--- config.mk ---
export PLATFORM = sky130hd
export DESIGN_NAME = rename_stage
export DESIGN_NICKNAME = d
export VERILOG_FILES = /design/src/rtl/rename_pkg.sv /design/src/rtl/rename_free_list.sv /design/src/rtl/rename_stage.sv
export SDC_FILE = /design/constraint.sdc
export NUM_CORES = 1
export LEC_CHECK = 0
export BUFFER_PORTS_ARGS = -buffer_cell sky130_fd_sc_hd__buf_2
export CORE_MARGIN = 2
export CORE_UTILIZATION = 55
export CTS_CLUSTER_SIZE = 20
export DETAILED_ROUTE_END_ITERATION = 8
export GPL_TIMING_DRIVEN = 0
export PLACE_DENSITY = 0.72
export SLEW_MARGIN = 20
export SYNTH_ARGS = -nofsm -noshare
export SYNTH_HDL_FRONTEND = slang
export SYNTH_SLANG_ARGS = --single-unit
--- constraint.sdc ---
create_clock -name clk -period 3.95 [get_ports clk]
set_clock_uncertainty 0.05 [all_clocks]
set_input_delay 0.79 -clock clk [delete_from_list [all_inputs] [get_ports clk]]
set_output_delay 0.79 -clock clk [all_outputs]
set_load 0.03 [all_outputs]
--- src/rtl/rename_pkg.sv ---
// rename_pkg: shared sizes, index types and renamed-instruction record for the rename stage
package rename_pkg;
  localparam int NUM_AREGS = 32;
  localparam int NUM_PREGS = 64;
  localparam int AREG_W = 5;
  localparam int PREG_W = 6;
  localparam int FL_DEPTH = NUM_PREGS - NUM_AREGS;
  localparam int FL_W = 5;
  typedef logic [AREG_W-1:0] areg_t;
  typedef logic [PREG_W-1:0] preg_t;
  typedef struct packed {
    preg_t prs1;
    preg_t prs2;
    preg_t prd;
    preg_t old_prd;
    logic rd_wen;
  } renamed_instr_t;
endpackage

--- src/rtl/rename_free_list.sv ---
// rename_free_list: circular FIFO of free physical registers, preloaded with p32..p63 on reset
// ports: clk, rst_n (sync active-low), pop (caller guarantees count!=0), push/push_preg,
//        head_preg (entry popped next), count (entries held)
module rename_free_list import rename_pkg::*; (
  input  logic              clk,
  input  logic              rst_n,
  input  logic              pop,
  input  logic              push,
  input  logic [PREG_W-1:0] push_preg,
  output logic [PREG_W-1:0] head_preg,
  output logic [PREG_W:0]   count
);
  preg_t fifo [FL_DEPTH];
  logic [FL_W-1:0] head, tail;
  // p0 is the hardwired x0 mapping and never re-enters the pool; a full pool drops the push
  logic push_ok;
  assign push_ok = push && push_preg != '0 && count != (PREG_W+1)'(FL_DEPTH);
  assign head_preg = fifo[head];
  always_ff @(posedge clk) begin
    if (!rst_n) begin
      for (int i = 0; i < FL_DEPTH; i++) fifo[i] <= PREG_W'(NUM_AREGS + i);
      head <= '0;
      tail <= '0;
      count <= (PREG_W+1)'(FL_DEPTH);
    end else begin
      if (push_ok) begin
        fifo[tail] <= push_preg;
        tail <= tail + FL_W'(1);
      end
      if (pop) head <= head + FL_W'(1);
      count <= count + (PREG_W+1)'(push_ok) - (PREG_W+1)'(pop);
    end
  end
endmodule

--- src/rtl/rename_stage.sv ---
// rename_stage: maps rs1/rs2 through the RAT, allocates a fresh preg for rd, registers the result
// ports: clk, rst_n (sync active-low); in_* decode handshake and arch regs; out_* registered
//        renamed instruction with valid/ready; free_valid/free_preg commit return; free_count.
// optional: RENAME_STATS_EN adds stat_renamed and stat_stall_nofree saturating counters.
module rename_stage import rename_pkg::*; (
  input  logic              clk,
  input  logic              rst_n,
  input  logic              in_valid,
  output logic              in_ready,
  input  logic [AREG_W-1:0] in_rs1,
  input  logic [AREG_W-1:0] in_rs2,
  input  logic [AREG_W-1:0] in_rd,
  input  logic              in_rd_wen,
  output logic              out_valid,
  input  logic              out_ready,
  output logic [PREG_W-1:0] out_prs1,
  output logic [PREG_W-1:0] out_prs2,
  output logic [PREG_W-1:0] out_prd,
  output logic [PREG_W-1:0] out_old_prd,
  output logic              out_rd_wen,
  input  logic              free_valid,
  input  logic [PREG_W-1:0] free_preg,
`ifdef RENAME_STATS_EN
  output logic [31:0]       stat_renamed,
  output logic [31:0]       stat_stall_nofree,
`endif
  output logic [PREG_W:0]   free_count
);
  preg_t rat [NUM_AREGS];
  renamed_instr_t out_q;
  preg_t head_preg;
  logic need_alloc, accept;
  assign need_alloc = in_rd_wen && in_rd != '0;
  assign in_ready = (!out_valid || out_ready) && (!need_alloc || free_count != '0);
  assign accept = in_valid && in_ready;
  assign {out_prs1, out_prs2, out_prd, out_old_prd, out_rd_wen} = out_q;
  rename_free_list u_fl (
    .clk(clk), .rst_n(rst_n), .pop(accept && need_alloc), .push(free_valid),
    .push_preg(free_preg), .head_preg(head_preg), .count(free_count)
  );
  // RAT[0] is never written (need_alloc excludes rd==x0), so x0 stays on p0
  always_ff @(posedge clk) begin
    if (!rst_n) begin
      for (int i = 0; i < NUM_AREGS; i++) rat[i] <= PREG_W'(i);
      out_valid <= 1'b0;
      out_q <= '0;
    end else begin
      if (accept) begin
        out_q <= '{prs1: rat[in_rs1], prs2: rat[in_rs2],
                   prd: need_alloc ? head_preg : '0,
                   old_prd: need_alloc ? rat[in_rd] : '0,
                   rd_wen: need_alloc};
        if (need_alloc) rat[in_rd] <= head_preg;
      end
      out_valid <= accept || (out_valid && !out_ready);
    end
  end
`ifdef RENAME_STATS_EN
  always_ff @(posedge clk) begin
    if (!rst_n) begin
      stat_renamed <= '0;
      stat_stall_nofree <= '0;
    end else begin
      if (accept && stat_renamed != '1) stat_renamed <= stat_renamed + 32'd1;
      if (in_valid && need_alloc && free_count == '0 && stat_stall_nofree != '1)
        stat_stall_nofree <= stat_stall_nofree + 32'd1;
    end
  end
`endif
endmodule

==> results.toml <==
[status]
run_status = "finished clean"

[critical_path]
path_max_fanout = 13
cp_num_buf_inv = 3
max_stage_delay_ns = 0.48
cp-start-kind = "input port"
crit_chain = "buf_2 -> or3_1 -> o31a_1 -> and3_1 -> ha_1 -> inv_1 -> ha_1 -> inv_1 -> fa_1 -> nand2b_1 -> a21oi_1 -> o21ai_0 -> a21oi_1 -> or3_1 -> a21oi_1"
cp-end-kind = "flop"
crit_top_cell = "a21oi_1"
worstPathArrival_ns = 4.09
cpMaxStageDelayCell = "or3_1"
critPathKind = "input port to flop"
crit_required_ns = 4.35
cp_top_family = "simple AND/OR/NAND/NOR gates"

[routing]
routedWlPerCell_microns = 31.1
drt_iter0_drc = 2574
top_layer_used = "met4"
route.met2.wl_microns = 32800
drt_wl_total_microns = 75300
wl_met1_microns = 26900
dr.pass1.iters = 5
vias_per_cell = 6.98
via_count = 16900
antenna_left = 0
route.met3.wl_microns = 11800
drcViolationCount = 0

[synth]
yosys.area_share.simple_pct = 14.2
yosys.cell_count.top_type = "edfxtp_1"
syn_inst = 1741
synth.area.top_cells = "edfxtp_1 51%, mux4_2 18%, dfxtp_1 4.3%"
ys_types = 53
ys_ff_latch = 432
synth_async_sr_flop_share_pct = 0
synthTopCellsByCount = "384 x edfxtp_1, 239 x nand2_1, 223 x nor2_1, 178 x mux4_2, 102 x nand3_1"
ys_warn_count = 0
synth_area_per_cell_sq_um = 12.9
seq_area_frac_synth_pct = 55.5
netlist.area_leader.share_pct = 51.3
synth-xor-area-share_pct = 0.428
synth_mux_area_share_pct = 20.7
synth_top_family_by_area = "multiplexers"
synth-edff-count = 384
yosys.area_share.adder_pct = 0.923
syn_area_sq_um = 22500
synth_compound_area_share_pct = 4.35
ys.flop_type = "edfxtp_1"
yosysTopAreaCell = "edfxtp_1"

[place]
place_congestion = 1.04
hpwl_microns = 55800
io_buffers = 53
dpl_cell_area_sq_um = 23500
pre_cts_ws_ns = -0.401

[sta]
rsz0062_at_grt = "no"
finalCritPeriodShare_pct = 93.4
finalWorstSetupSlack_ns = 0.262
min_period_ns = 3.69
setup-violations-final = 0
final_hold_viol_count = 0
whs_ns = 0.393
slew_headroom_pct = 19.1
report.final.slew_viol_count = 0
worst_slew_pin_slew_ns = 1.20
fmax_mhz = 271

[cts]
cts_root_buffer = "clkbuf_16"
cts_sinks = 432
insertion_delay_ns = 0.60
cts_tree = "yes"
clockBufferDepth = 3
h-tree-depth = 2
numCtsBuffers = 46
clk_pin_slew_ns = 0.06
hold_buffers = 0

[global_route]
grt_pass1_vias = 16200
grt_use_total_pct = 36.2
grt_max_degree = 16
grt_pass1_wl_microns = 108000
antenna_found_initial = 0
gr-total-overflow = 0

[die]
start_util_pct = 55.5
die_height_microns = 206
die_w_microns = 206
io_pins = 61
rows = 74
fp.coreArea_sq_um = 40600
die-area_sq_um = 42500

[cells_and_area]
synthToLayoutAreaGrowth_pct = 10.9
antenna_cells = 0
drive_gt1_share_pct = 21.0
final_area_sq_um = 24900
final_util_pct = 61.5
nets = 1892

[power]
power_density_nw_per_um2 = 464
ir_drop_mv = 0.398
p_leak_nw = 7.84
power_mw = 11.6

[flow_run]
max_cap_viol_count = 0

[min_path]
hold_class = "flop to flop"
sequential cells by signal, summed over array words and instances, names as in the netlist, named ones only:
signal	flops
out_prs1	6
out_old_prd	6
rat	192
out_valid	1
u_fl.fifo	192
u_fl.count	7
out_prd	6
out_rd_wen	1
u_fl.head	5
out_prs2	6
u_fl.tail	5
final timing paths:
| kind | from | endpoint | slack (ns) | cells after the start |
|---|---|---|---|---|
| max | in_rd[4] | u_fl.count[6] | 0.26 | 15 |
| min reg2reg | out_prs2[0] | out_prs2[0] | 0.39 | 2 |
| max reg2reg | u_fl.count[3] | u_fl.count[6] | 0.32 | 16 |
| min | out_prs2[0] | out_prs2[0] | 0.39 | 2 |
power by group:
| group | internal, mW | switching (mW) | total (mW) |
|---|---|---|---|
| combinational | 0.673 | 1.40 | 2.07 |
| sequential | 5.13 | 0.127 | 5.25 |
| clock | 2.39 | 1.86 | 4.25 |
area by class of cell:
cell class | instances | area [sq um]
plain buffers | 162 | 797
multi-input cells | 1131 | 9170
repair buffers | 56 | 292
clock buffers | 59 | 1220
flip-flops and latches | 432 | 12500
fillers | 3156 | 15600
well taps | 532 | 666
clock inverters | 26 | 223
inverters | 20 | 75.1
metal layers:
metal / global-route usage, % / vias to the layer above
li1: - / 6814
met1: 49.3 / 8411
met2: 53.4 / 1423
met3: 12.4 / 225
met4: 15.5 / 0
met5: 0 / -
per-stage QoR:
stage	TNS (ns)	std cells
after detailed placement	-1.40	2332
after CTS	0	2417
after floorplan	0	1746
after global placement	-36.69	2331
final	0	2418
after global routing	0	2418
layout by cell type, fill, tap and decap left out, types with 15 or more instances in the layout:
cell type  netlist  routed
or3_1           18      18
mux2i_1         60      60
o21ai_0         26      25
edfxtp_1       384     384
inv_1           20      20
a22oi_1         36      36
mux4_2         178     178
buf_4           21      23
nor2b_1         16      16
clkbuf_16        0      47
dfxtp_1         48      48
buf_2           39      92
a21oi_1         17      17
clkbuf_1        85      96
nor2_1         223     222
nand2_1        239     238
ha_1            15      15
or2_2           20      20
nand3_1        102     102
nor3_1          34      33
tightest hold or removal path, delay by kind of cell, from the launching register on:
family,cells,cell delay [ns]
and+or+nand+nor,2,0.09
DFF,1,0.31
logic make-up after synthesis:
family	after synthesis
AND/OR/NAND/NOR	714
flip-flops	432
multiplexers	242
buffers and inverters	183
AO/OA/AOI/OAI	142
adder cells (fa/ha/maj)	16
XOR/XNOR	11
other	1
repair_timing:
item                       in CTS  in global routing
setup buffers                   0                  1
cloned                          0                  0
gates resized for setup         1                  2
setup endpoints to repair       1                  1
Note: power is estimated with default switching activity, not from simulation.
